**src/rtl/filter_seq_pkg.sv**
```systemverilog
// Shared types and constants for the 3x3 filter line sequencer.
// Optional read-timeout support is enabled with FILTER_SEQ_TIMEOUT_EN.
package filter_seq_pkg;

    localparam int unsigned CURSOR_W   = 10;
    localparam logic [15:0] BORDER_PIX = 16'h0000;

    typedef enum logic [2:0] {
        StIdle,
        StWrite,
        StGap,
        StSweep,
        StRdwait,
        StEmit,
        StRowend
    } seq_state_e;

endpackage

```
**src/rtl/filter_seq_out_stage.sv**
```systemverilog
// Single-entry output holding register: a loaded pixel stays on out_pix with
// out_valid high until the downstream accepts it.
module filter_seq_out_stage (
    input  logic        clk,
    input  logic        reset,
    input  logic        load,
    input  logic [15:0] load_pix,
    input  logic        out_ready,
    output logic [15:0] out_pix,
    output logic        out_valid,
    output logic        handshake
);

    logic [15:0] pix_q;
    logic        valid_q;

    always_ff @(posedge clk or posedge reset) begin
        if (reset) begin
            pix_q   <= 16'h0000;
            valid_q <= 1'b0;
        end else if (load) begin
            pix_q   <= load_pix;
            valid_q <= 1'b1;
        end else if (valid_q && out_ready) begin
            valid_q <= 1'b0;
        end
    end

    assign out_pix   = pix_q;
    assign out_valid = valid_q;
    assign handshake = valid_q & out_ready;

endmodule

```
**src/rtl/filter_line_sequencer.sv**
```systemverilog
// Row writer / sweep sequencer for a 3x3 line-buffered filter core.
// Define FILTER_SEQ_TIMEOUT_EN to bound the wait for flt_d_rdy and flag err_timeout.
module filter_line_sequencer
    import filter_seq_pkg::*;
#(
    parameter int unsigned LINE_WIDTH     = 720,
    parameter int unsigned FRAME_ROWS     = 480,
    parameter int unsigned SETTLE_CYCLES  = 3,
    parameter int unsigned TIMEOUT_CYCLES = 15
) (
    input  logic        clk,
    input  logic        reset,
    input  logic        frame_start,
    input  logic [15:0] pix_in,
    input  logic        pix_valid,
    output logic        pix_ready,
    output logic        flt_wren,
    output logic [9:0]  flt_cursor,
    output logic [15:0] flt_d_in,
    input  logic [15:0] flt_d_out,
    input  logic        flt_d_rdy,
    output logic [15:0] out_pix,
    output logic        out_valid,
    input  logic        out_ready,
    output logic        busy,
    output logic        frame_done,
    output logic        err_timeout
);

    localparam logic [CURSOR_W-1:0] LAST_COL  = CURSOR_W'(LINE_WIDTH - 1);
    localparam logic [CURSOR_W-1:0] LAST_ROW  = CURSOR_W'(FRAME_ROWS - 1);
    localparam logic [CURSOR_W-1:0] THIRD_ROW = CURSOR_W'(2);
    localparam logic [15:0] SETTLE_LAST =
        (SETTLE_CYCLES > 0) ? 16'(SETTLE_CYCLES - 1) : 16'd0;

    seq_state_e          state_q, state_d;
    logic [CURSOR_W-1:0] col_q, col_d;
    logic [CURSOR_W-1:0] row_q, row_d;
    logic [15:0]         cnt_q, cnt_d;
    logic [CURSOR_W-1:0] cursor_q, cursor_d;
    logic [15:0]         d_in_q, d_in_d;
    logic                pix_ready_q;
    logic                wren_q;
    logic                busy_q;
    logic                done_q, done_d;
    logic                load;
    logic [15:0]         load_pix;
    logic                out_hs;
    logic                accept;

`ifdef FILTER_SEQ_TIMEOUT_EN
    localparam logic [15:0] TIMEOUT_LAST =
        (TIMEOUT_CYCLES > 0) ? 16'(TIMEOUT_CYCLES - 1) : 16'd0;
    logic err_q;
    logic err_set;
    logic err_clr;
`else
    logic unused_timeout;
    assign unused_timeout = ^16'(TIMEOUT_CYCLES);
`endif

    assign accept = pix_valid & pix_ready_q;

    always_comb begin
        state_d  = state_q;
        col_d    = col_q;
        row_d    = row_q;
        cnt_d    = cnt_q;
        cursor_d = cursor_q;
        d_in_d   = d_in_q;
        done_d   = 1'b0;
        load     = 1'b0;
        load_pix = BORDER_PIX;
`ifdef FILTER_SEQ_TIMEOUT_EN
        err_set  = 1'b0;
        err_clr  = 1'b0;
`endif

        unique case (state_q)
            StIdle: begin
                if (frame_start) begin
                    state_d = StWrite;
                    row_d   = '0;
                    col_d   = '0;
`ifdef FILTER_SEQ_TIMEOUT_EN
                    err_clr = 1'b1;
`endif
                end
            end
            StWrite: begin
                if (accept) begin
                    d_in_d   = pix_in;
                    cursor_d = col_q;
                    if (col_q == LAST_COL) begin
                        col_d   = '0;
                        state_d = StGap;
                    end else begin
                        col_d = col_q + 10'd1;
                    end
                end
            end
            StGap: begin
                col_d = '0;
                if (row_q < THIRD_ROW) begin
                    row_d   = row_q + 10'd1;
                    state_d = StWrite;
                end else begin
                    state_d = StSweep;
                end
            end
            StSweep: begin
                if (col_q == '0 || col_q == LAST_COL) begin
                    load     = 1'b1;
                    load_pix = BORDER_PIX;
                    state_d  = StEmit;
                end else if (cnt_q >= SETTLE_LAST) begin
                    cnt_d   = '0;
                    state_d = StRdwait;
                end else begin
                    cnt_d = cnt_q + 16'd1;
                end
            end
            StRdwait: begin
                if (flt_d_rdy) begin
                    load     = 1'b1;
                    load_pix = flt_d_out;
                    state_d  = StEmit;
                end
`ifdef FILTER_SEQ_TIMEOUT_EN
                else if (cnt_q >= TIMEOUT_LAST) begin
                    load     = 1'b1;
                    load_pix = BORDER_PIX;
                    err_set  = 1'b1;
                    state_d  = StEmit;
                end else begin
                    cnt_d = cnt_q + 16'd1;
                end
`endif
            end
            StEmit: begin
                if (out_hs) begin
                    if (col_q == LAST_COL) begin
                        col_d   = '0;
                        state_d = StRowend;
                    end else begin
                        col_d   = col_q + 10'd1;
                        state_d = StSweep;
                    end
                end
            end
            StRowend: begin
                if (row_q == LAST_ROW) begin
                    done_d  = 1'b1;
                    state_d = StIdle;
                end else begin
                    row_d   = row_q + 10'd1;
                    col_d   = '0;
                    state_d = StWrite;
                end
            end
            default: state_d = StIdle;
        endcase

        // The cursor must already be on the column for the whole settle window.
        if (state_d == StSweep && state_q != StSweep) begin
            cnt_d = '0;
            if (col_d != '0 && col_d != LAST_COL) begin
                cursor_d = col_d;
            end
        end
    end

    always_ff @(posedge clk or posedge reset) begin
        if (reset) begin
            state_q     <= StIdle;
            col_q       <= '0;
            row_q       <= '0;
            cnt_q       <= '0;
            cursor_q    <= '0;
            d_in_q      <= '0;
            pix_ready_q <= 1'b0;
            wren_q      <= 1'b0;
            busy_q      <= 1'b0;
            done_q      <= 1'b0;
        end else begin
            state_q     <= state_d;
            col_q       <= col_d;
            row_q       <= row_d;
            cnt_q       <= cnt_d;
            cursor_q    <= cursor_d;
            d_in_q      <= d_in_d;
            pix_ready_q <= (state_d == StWrite);
            // Lags the state by one cycle so the last pixel of a row is still written.
            wren_q      <= (state_q == StWrite);
            busy_q      <= (state_d != StIdle);
            done_q      <= done_d;
        end
    end

`ifdef FILTER_SEQ_TIMEOUT_EN
    always_ff @(posedge clk or posedge reset) begin
        if (reset) begin
            err_q <= 1'b0;
        end else if (err_clr) begin
            err_q <= 1'b0;
        end else if (err_set) begin
            err_q <= 1'b1;
        end
    end
    assign err_timeout = err_q;
`else
    assign err_timeout = 1'b0;
`endif

    filter_seq_out_stage u_out_stage (
        .clk       (clk),
        .reset     (reset),
        .load      (load),
        .load_pix  (load_pix),
        .out_ready (out_ready),
        .out_pix   (out_pix),
        .out_valid (out_valid),
        .handshake (out_hs)
    );

    assign pix_ready  = pix_ready_q;
    assign flt_wren   = wren_q;
    assign flt_cursor = cursor_q;
    assign flt_d_in   = d_in_q;
    assign busy       = busy_q;
    assign frame_done = done_q;

endmodule

```
**config.mk**
```make
export PLATFORM = sky130hd
export DESIGN_NAME = filter_line_sequencer
export DESIGN_NICKNAME = d
export VERILOG_FILES = /design/src/rtl/filter_seq_pkg.sv /design/src/rtl/filter_seq_out_stage.sv /design/src/rtl/filter_line_sequencer.sv
export SDC_FILE = /design/constraint.sdc
export NUM_CORES = 1
export LEC_CHECK = 0
export BUFFER_PORTS_ARGS = -buffer_cell sky130_fd_sc_hd__buf_2
export CAP_MARGIN = 0
export CORE_MARGIN = 4
export CORE_UTILIZATION = 55
export DETAILED_ROUTE_END_ITERATION = 7
export PLACE_DENSITY = 0.79
export SLEW_MARGIN = 30
export SYNTH_ARGS = -nofsm -noshare
export SYNTH_HDL_FRONTEND = slang
export SYNTH_HIERARCHICAL = 1
export SYNTH_SLANG_ARGS = --single-unit
```
**constraint.sdc**
```tcl
create_clock -name clk -period 3.1 [get_ports clk]
set_input_delay 0.465 -clock clk [delete_from_list [all_inputs] [get_ports clk]]
set_output_delay 0.465 -clock clk [all_outputs]
set_load 0.02 [all_outputs]
```
Yosys cells after proc, flatten, opt, wreduce, memory -nomap -nowiden
Cells that the tools add are included.
- register bits: 86
- input port bits: 38
- logic and storage cells: 87
- add/subtract/negate cells: 3
- $lt $le $gt $ge: 2
- eq/ne operators: 16
- multiplexer cells: 38
- bitwise logic cells: 2
- reduce and logical (&&, ||, !) cells: 14
- operator list (cell ; count):
    10-bit two-way mux ; 12
    16-bit two-way mux ; 6
    10-bit one-hot mux with 5 select lines ; 1
    10-bit one-hot mux with 3 select lines ; 1
    3-bit two-way mux ; 8
    3-bit one-hot mux with 7 select lines ; 1
    10-bit by 1-bit adder with 10-bit output (second input constant) ; 2
    16-bit by 1-bit adder with 16-bit output (second input constant) ; 1
    16-bit by 2-bit greater-or-equal comparator with 1-bit output (second input constant) ; 1
    10-bit == test (second input constant) ; 1
    10-bit by 9-bit == test with 1-bit output (second input constant) ; 1
    10-bit zero test ; 1
    10-bit by 2-bit less-than comparator with 1-bit output (second input constant) ; 1
    10-bit inequality test (second input constant) ; 1
    10-bit nonzero test ; 1
    3-bit by 2-bit == test with 1-bit output (second input constant) ; 3
    3-bit == test (second input constant) ; 3
    1-bit two-way mux ; 7
    3-bit by 1-bit == test with 1-bit output (second input constant) ; 2
    2-bit inequality test (second input constant) ; 3
    3-bit nonzero test ; 2
    2-bit AND reduction ; 2
    4-bit AND reduction ; 1
    2-bit nonzero test ; 2
    8 further kinds ; 11

Logic depth before layout (Yosys ltp)
Gate-level depths: netlist of run 1.
- word-level depth: 8
- mapped depth: 11

By module
Netlist of run 1, hierarchy kept.
- by module, submodules not included (module ; instances ; cells each ; area an instance (um2)):
    filter_line_sequencer ; 1 ; 346 ; 3759.9
    filter_seq_out_stage ; 1 ; 39 ; 693.2

Least setup slack after synthesis of run 1
No wires, ideal clock.
- kind: flip-flop to flip-flop
- start point: register col_q[0]
- end point: register cursor_q[0] (netlist: flt_cursor[0])
- arrival time: 2.618 ns
- data required time: 2.975 ns
- slack: 0.357 ns
- cell stages (with the launch flop): 11
- path buffers: 0
- clock period less this slack: 2.743 ns
- cells stage by stage: dfrtp_1 > inv_1 > ha_1 > or3b_1 > o22a_1 > o32a_2 > nand4_2 > nor3b_4 > o31ai_4 > a21oi_4 > mux2_4
- elaborated cells between the ends (all ways): 25
- classes of those cells: add/sub (1); eq/ne (3); mux (16); reduce/logical (5)
- RTL lines (element ; line ; text):
    start, declared ; filter_line_sequencer.sv:37 ; logic [CURSOR_W-1:0] col_q, col_d;
    start signal, assigned ; filter_line_sequencer.sv:187 ; col_q <= col_d;
    10-bit == test / 10-bit zero test (equally long branches) ; filter_line_sequencer.sv:94, filter_line_sequencer.sv:112, filter_line_sequencer.sv:142 ;
    3-bit two-way mux (tied with other cells) ; filter_line_sequencer.sv:142 ; if (col_q == LAST_COL) begin
    3-bit two-way mux, on equally long branches ; filter_line_sequencer.sv:141, filter_line_sequencer.sv:91, filter_line_sequencer.sv:112 ;
    3-bit one-hot mux with 7 select lines (*) ; filter_line_sequencer.sv:79 ; unique case (state_q)
    named net state_d[0] ; filter_line_sequencer.sv:36 ; seq_state_e state_q, state_d;
    3-bit by 2-bit == test with 1-bit output (*) ; filter_line_sequencer.sv:165 ; if (state_d == StSweep && state_q != StSweep) begin
    1-bit logical AND (*) ; filter_line_sequencer.sv:165 ;
    10-bit two-way mux (*) ; filter_line_sequencer.sv:165 ;
    named net cursor_d[0] ; filter_line_sequencer.sv:40 ; logic [CURSOR_W-1:0] cursor_q, cursor_d;
    end signal, assigned ; filter_line_sequencer.sv:190 ; cursor_q <= cursor_d;
    end, declared ; filter_line_sequencer.sv:40 ;
Mark *: on every way through the listed nets, which the timed path passes. The rest lies on a longest branch.
A chain may end at the register's enable or synchronous reset.

Final worst setup path of run 1
- start point: register col_q[8]
- end point: register cursor_q[6] (netlist: flt_cursor[6])
- longest elaborated chain between the ends: 8
- elaborated cells between the ends (all ways): 23
- classes of those cells: add/sub (1); eq/ne (3); mux (14); reduce/logical (5)
- RTL lines (element ; line ; text):
    10-bit by 1-bit adder with 10-bit output / 10-bit == test (equally long branches) ; - ;
    10-bit two-way mux ; filter_line_sequencer.sv:94, filter_line_sequencer.sv:142 ;
    10-bit two-way mux, on equally long branches ; filter_line_sequencer.sv:141, filter_line_sequencer.sv:91 ;
    10-bit one-hot mux with 5 select lines ; filter_line_sequencer.sv:79 ;
    10-bit inequality test / 10-bit nonzero test (equally long branches) ; filter_line_sequencer.sv:167 ; if (col_d != '0 && col_d != LAST_COL) begin
    1-bit logical AND ; filter_line_sequencer.sv:167 ;
    10-bit two-way mux ; filter_line_sequencer.sv:167 ;
    10-bit two-way mux (*) ; filter_line_sequencer.sv:165 ;
    named net cursor_d[6] ; filter_line_sequencer.sv:40 ;
Marked as above.

==> reports/results.ini, run 1 <==
[outcome]
status=finished clean

[worst_setup_path]
ff2ff_setup_slack_ns=0.15
startpoint_type=flip-flop
arrival_ns=3.20
crit_end=flt_cursor[6]
r2r_start=col_q[8]
startpoint=col_q[8]
worstRegToRegCells=8
end_kind=flip-flop
reg2reg_to=flt_cursor[6]
cp.required_ns=3.35
critical_path_class=flip-flop to flip-flop
worst-path-max-fanout=9

[cts]
cts_tree=done
htreeDepth=3
numCtsBuffers=9
cts-hold-fix-buffers=0
clock_path_buffers=2
clkSinkCount=86
clk_pin_slew_worst_paths_ns=0.08
clk_latency_ns=0.36
cts_root_buf=clkbuf_8

[sta]
skew_ns=0.00997
slew_headroom_pct=56.8
holdWs_ns=0.172
hold_viol=0
period_share_pct=95.3
setup_tns_ns=0
slew_viol_final=0
rsz0062_at_grt=no
setup_viol=0
worst_pin_slew_ns=0.632
fmaxAchievable_mhz=339
period_needed_ns=2.95

[synthesis]
synth_area_leaders=dfrtp_1, mux2_2, mux2_4, and2_1, nor2_1
yosys_warnings=6
synthDistinctLibCells=74
synth_area_sq_um=4450
syn_avg_cell_area_sq_um=11.6
synth_edf_count=0
synth_top_area_share_pct=48.3
netlist_instances=385
yosys.area.top_type=dfrtp_1
async_flop_share_pct=100
ys_ff_latch=86
synth_nets=428
ys_seq_area_share_pct=48.3
synthFlopType=dfrtp_1

[global_route]
grt_max_degree=70
first_global_vias=3375
grt_util_all_layers_pct=20.5
antenna_found_initial=0
grt-ovfl-total=0
grt_pass1_wl_mm=16.1

[place]
port_buffers=84
dp.cells=575
routabilityCongestion=0.905
place_hpwl_mm=7.01

[pwr]
p_per_area_nw_per_um2=503
leakage_uw=0.00256
vdd_drop_max_v=0.000221

[floorplan]
die_h_um=98.0
die_x_um=98.0
boundaryPins=86
row_count=32
coreArea_sq_um=7810
initial_core_util_pct=57.0
dieArea_sq_um=9600

[routing]
drc=0
drt-total-wl_mm=9.47
wl_per_cell_um=16.0
routed-via-count=3334
drtIter0Drc=241
vias_per_cell=5.64
dr.pass1.iters=4
ant_nets=0

[layout]
most-common-layout-cells=dfrtp_1, buf_2, mux2_2
final.fill_count=631
layout-drive-gt1-share_pct=38.7
stdcell_count=591
layout.nets=527
layout_commonest_cell=dfrtp_1
syn_to_final_growth_pct=18.1
multi_input_area_sq_um=2150
final-seq-area_sq_um=2150
diodes=0

[job]
drv_cap=0

[hold_path]
hold_class=input port to asynchronous set/reset pin

routing by layer:
metal	global-route usage [%]	wire, um
met1	28.2	4170
met2	30.8	4380
met3	6.43	812
met4	7.45	114
met5	0	0
synth_stat cells (2+ instances only):
library cell  instances
dfrtp_1              86
mux2_2               29
and2_1               28
nor2_1               28
nand2_1              17
inv_1                16
mux2_4               14
a21oi_1              11
nand3_1              11
o21ai_0              10
mux2i_1               8
xor2_1                8
nor4_1                7
nand4_1               6
nor3_1                6
ha_1                  5
a21o_1                4
and4_1                4
buf_2                 4
clkbuf_1              4
or3_1                 4
a31oi_1               3
and3_1                3
buf_6                 3
nor4bb_1              3
o31ai_1               3
a211o_2               2
a21o_2                2
a41o_1                2
a41oi_1               2
and3b_1               2
buf_4                 2
nand2b_1              2
nand3_2               2
nor2b_1               2
nor3_2                2
o2111ai_1             2
or2b_1                2
sequential cells by signal, indices dropped and copies added (netlist names):
name and cells:
cnt_q 16, pix_ready 1, u_out_stage/out_valid 1, col_q 10, state_q 3, flt_d_in 16, u_out_stage/out_pix 16, row_q 10
flt_cursor 10, busy 1, frame_done 1, flt_wren 1
power breakdown:
group	internal, uW	leakage [uW]	switching (uW)
clock network	416	0.0000996	381
registers	1200	0.00108	73.9
logic	238	0.00138	332
total	1860	0.00256	787
metrics by stage:
step                utilization [%]  power, uW  setup slack, ns  instance area (sq um)
finish                         67.4       2650            0.146                   5260
global route                   67.4       2800           0.0127                   5260
CTS                            67.4       2680            0.126                   5260
detailed placement             64.8       1870            0.152                   5060
global placement               64.8       1860            0.180                   5060
floorplan                         -       1680            0.357                   4450
logic make-up (layout without fill, tap and decap cells):
| family | after synthesis | in the layout | synth area share [%] |
|---|---|---|---|
| and+or+nand+nor | 145 | 145 | 19.9 |
| DFF | 86 | 86 | 48.3 |
| AOI/OAI and AO/OA | 58 | 58 | 11.0 |
| muxes | 51 | 51 | 13.9 |
| buffers and inverters | 30 | 134 | 3.68 |
| xor gates and xnor gates | 9 | 9 | 1.77 |
| adders and majority gates | 5 | 5 | 1.40 |
| other | 1 | 1 | 0.0842 |
worst max-delay path: stages (launching register included):
cell and delay [ns]:
dfrtp_1 0.43, or3_1 0.51, o31ai_1 0.44, o2111ai_1 0.24
a32oi_4 0.25, nand4b_1 0.17, nor2_1 0.08, a21oi_4 0.39
mux2_4 0.34
worst min-delay path by stage:
stage	to	slack, ns	depth (start not counted)
final	flt_cursor[2]	0.17	3
after global routing	flt_cursor[2]	0.20	3
after CTS	col_q[6]	0.18	3
after detailed placement	cnt_q[15]	0.48	1
after global placement	cnt_q[15]	0.47	1
after floorplan	u_out_stage/out_pix[0]	0.39	1
repair_timing:
| action | 4_1_cts | 5_1_grt |
|---|---|---|
| setup buffers | 0 | 0 |
| resized for setup | 0 | 0 |
| endpoints found under the setup margin | 0 | 3 |
area by class of cell:
| class | count | area share, % |
|---|---|---|
| multi-input combinational | 269 | 40.9 |
| sequential | 86 | 40.9 |
| tap | 102 | 2.43 |
| clock buffer | 13 | 3.02 |
| timing repair buffer | 102 | 10.8 |
| inverter | 16 | 1.14 |
| clock inverter | 3 | 0.809 |
Power figures use the tool's default switching activity.
==> run 2: changes to the inputs <==
- CORE_MARGIN: 4 -> default
- CORE_UTILIZATION: 55 -> 54
- SYNTH_HIERARCHICAL: 1 -> default
==> run 2 against run 1 <==
Compared with the run above: die area decreased by 18%; area after synthesis decreased by 8.5%; synthesized cell count decreased by 4.9%; clock power about the same; register-to-register slack improved by 0.05 ns; critical path depth unchanged; critical path type unchanged; critical endpoint is now flt_cursor[7].
==> reports/results.ini, run 2 <==
[worst_setup_path]
critical_path_class=flip-flop to flip-flop
startpoint_type=flip-flop
ff2ff_setup_slack_ns=0.20  ; +0.05 ns
arrival_ns=3.14  ; -0.06 ns
cp.required_ns=3.34  ; about the same
worst-path-max-fanout=18  ; +9
end_kind=flip-flop

[cts]
clk_latency_ns=0.35  ; about the same
clk_pin_slew_worst_paths_ns=0.09  ; about the same
numCtsBuffers=9  ; unchanged
htreeDepth=3  ; unchanged
clkSinkCount=86  ; unchanged
cts_root_buf=clkbuf_8
clock_path_buffers=2  ; unchanged
cts_tree=done
cts_setup_buffers=0  ; unchanged

[global_route]
first_global_vias=2897  ; -14%
grt_util_all_layers_pct=23.5  ; +3.0 points
grt-ovfl-total=0  ; unchanged
grt_pass1_wl_mm=14.0  ; -13%
antenna_found_initial=0  ; unchanged
grt_max_degree=87  ; +24%

[floorplan]
initial_core_util_pct=56.2  ; -0.87 points
boundaryPins=86  ; unchanged
die_x_um=88.9  ; -9.3%
row_count=31  ; -3.1%
coreArea_sq_um=7250  ; -7.1%
dieArea_sq_um=7900  ; -18%
die_h_um=88.9  ; -9.3%

[place]
place_hpwl_mm=6.43  ; -8.3%
dp.cells=540  ; -6.1%
port_buffers=84  ; unchanged
routabilityCongestion=0.879  ; -2.9%

[sta]
skew_ns=0.0105  ; +0.000576 ns
slew_viol_final=0  ; unchanged
worst_pin_slew_ns=0.834  ; +0.202 ns
slew_headroom_pct=44.0  ; -13 points
rsz0062_at_grt=no
fmaxAchievable_mhz=345  ; +1.8%
setup_viol=0  ; unchanged
setup_tns_ns=0  ; unchanged
period_share_pct=93.6  ; -1.7 points
hold_viol=0  ; unchanged
period_needed_ns=2.90  ; -0.0528 ns

[layout]
final-seq-area_sq_um=2150  ; about the same
syn_to_final_growth_pct=18.2
multi_input_area_sq_um=1770  ; -17%
diodes=0  ; unchanged
layout-drive-gt1-share_pct=29.8  ; -8.9 points
layout_commonest_cell=dfrtp_1
final.fill_count=590  ; -6.5%
layout.nets=495  ; -6.1%
stdcell_count=556  ; -5.9%
most-common-layout-cells=dfrtp_1, buf_2, nor2_1

[pwr]
vdd_drop_max_v=0.000543  ; +150%
leakage_uw=0.00234  ; -8.6%
p_per_area_nw_per_um2=595  ; +18%

[routing]
dr.pass1.iters=5  ; +1
wl_per_cell_um=16.2  ; +0.94%
drt-total-wl_mm=8.99  ; -5.0%
drtIter0Drc=270  ; +12%
drc=0  ; unchanged
routed-via-count=3209  ; -3.7%
ant_nets=0  ; unchanged
vias_per_cell=5.77  ; +2.3%

[synthesis]
synth_edf_count=0  ; unchanged
ys_ff_latch=86  ; unchanged
synth_nets=409  ; -4.4%
yosys_warnings=0  ; -6
syn_avg_cell_area_sq_um=11.1  ; -3.8%
synth_top_area_share_pct=52.8  ; +4.5 points
async_flop_share_pct=100  ; unchanged
synthFlopType=dfrtp_1
synthDistinctLibCells=62  ; -16%
ys_seq_area_share_pct=52.8  ; +4.5 points
netlist_instances=366  ; -4.9%
netlist_top_cells_count=dfrtp_1, nor2_1, inv_1
yosys.area.top_type=dfrtp_1
synth_area_leaders=dfrtp_1, mux2_2, a22o_1, mux2i_1, nor2_1
synth_area_sq_um=4070  ; -8.5%
yosysMostFrequentCell=dfrtp_1

[job]
drv_cap=0  ; unchanged

[outcome]
status=finished clean

[hold_path]
hold_class=input port to asynchronous set/reset pin

run 2: changes by cell type after synthesis, sizes merged, moves of 5 or more:
cell,previous run,this run
mux2i,8,14
and3,3,9
nand2,17,12
and2,29,13
inv,16,21
mux2,43,18
nor2,29,24
a22o,1,16
run 2: layout make-up:
type                            count  share of cell area, %
Tap cell                           99                   2.57
Clock inverter                      6                   1.45
Sequential cell                    86                   44.7
Clock buffer                       10                   2.86
Inverter                           21                   1.66
Multi-Input combinational cell    244                   36.8
Timing Repair Buffer               90                   9.92
run 2: what timing repair did:
item	in CTS	in global routing
hold buffers	0	0
endpoints found under the setup margin	0	19
resized for setup	0	6
run 2: final timing paths:
kind                            start               endpoint  cells past startpoint
min                             reset            flt_d_in[2]                      3
max                        state_q[2]          flt_cursor[7]                      8
min in group clk            out_ready  u_out_stage.out_valid                      2
max in group asynchronous       reset             state_q[2]                      3
max reg2reg                state_q[2]          flt_cursor[7]                      8
min reg2reg                 cnt_q[15]              cnt_q[15]                      1
run 2: power by group:
group	leakage, uW	switching [uW]	internal (uW)
sequential	0.00109	117	1250
clock	0.000107	400	400
combinational	0.00114	423	275
total	0.00234	941	1930
run 2: layer usage:
layer  vias to the layer above  routed length (um)  global-route usage, %
li1                       1517                   -                      -
met1                      1571                4010                   32.4
met2                       112                4370                   37.4
met3                         9                 511                   5.60
met4                         0                  97                   6.45
met5                         -                   0                      0
run 2: logic make-up after synthesis:
family	share of synthesized area, %
flops	52.8
other cells	0.0920
buf+inv	3.99
fa+ha+maj	1.54
mux	8.42
xor+xnor	1.93
compound gates	13.9
simple gates	17.4
run 2: critical path: stages (launching register included):
cell      delay, ns
dfrtp_2        0.56
a21oi_1        0.06
o21ai_0        0.41
nand3_2        0.33
a221o_1        0.45
nand3b_1       0.29
o31ai_4        0.37
nor2_4         0.12
o22a_1         0.18
run 2: metrics by stage:
| stage | hold WS [ns] | power, uW | area, sq um | utilization (%) | setup WS [ns] |
|---|---|---|---|---|---|
| after floorplan | 0.445 | 1850 | 4070 | - | 0.296 |
| after detailed placement | 0.477 | 2080 | 4590 | 63.3 | 0.101 |
| final | 0.195 | 2870 | 4820 | 66.4 | 0.199 |
| after global placement | 0.473 | 2060 | 4590 | 63.3 | 0.300 |
| after CTS | 0.221 | 2890 | 4800 | 66.2 | 0.0766 |
| after global routing | 0.221 | 3020 | 4820 | 66.4 | 0.0560 |
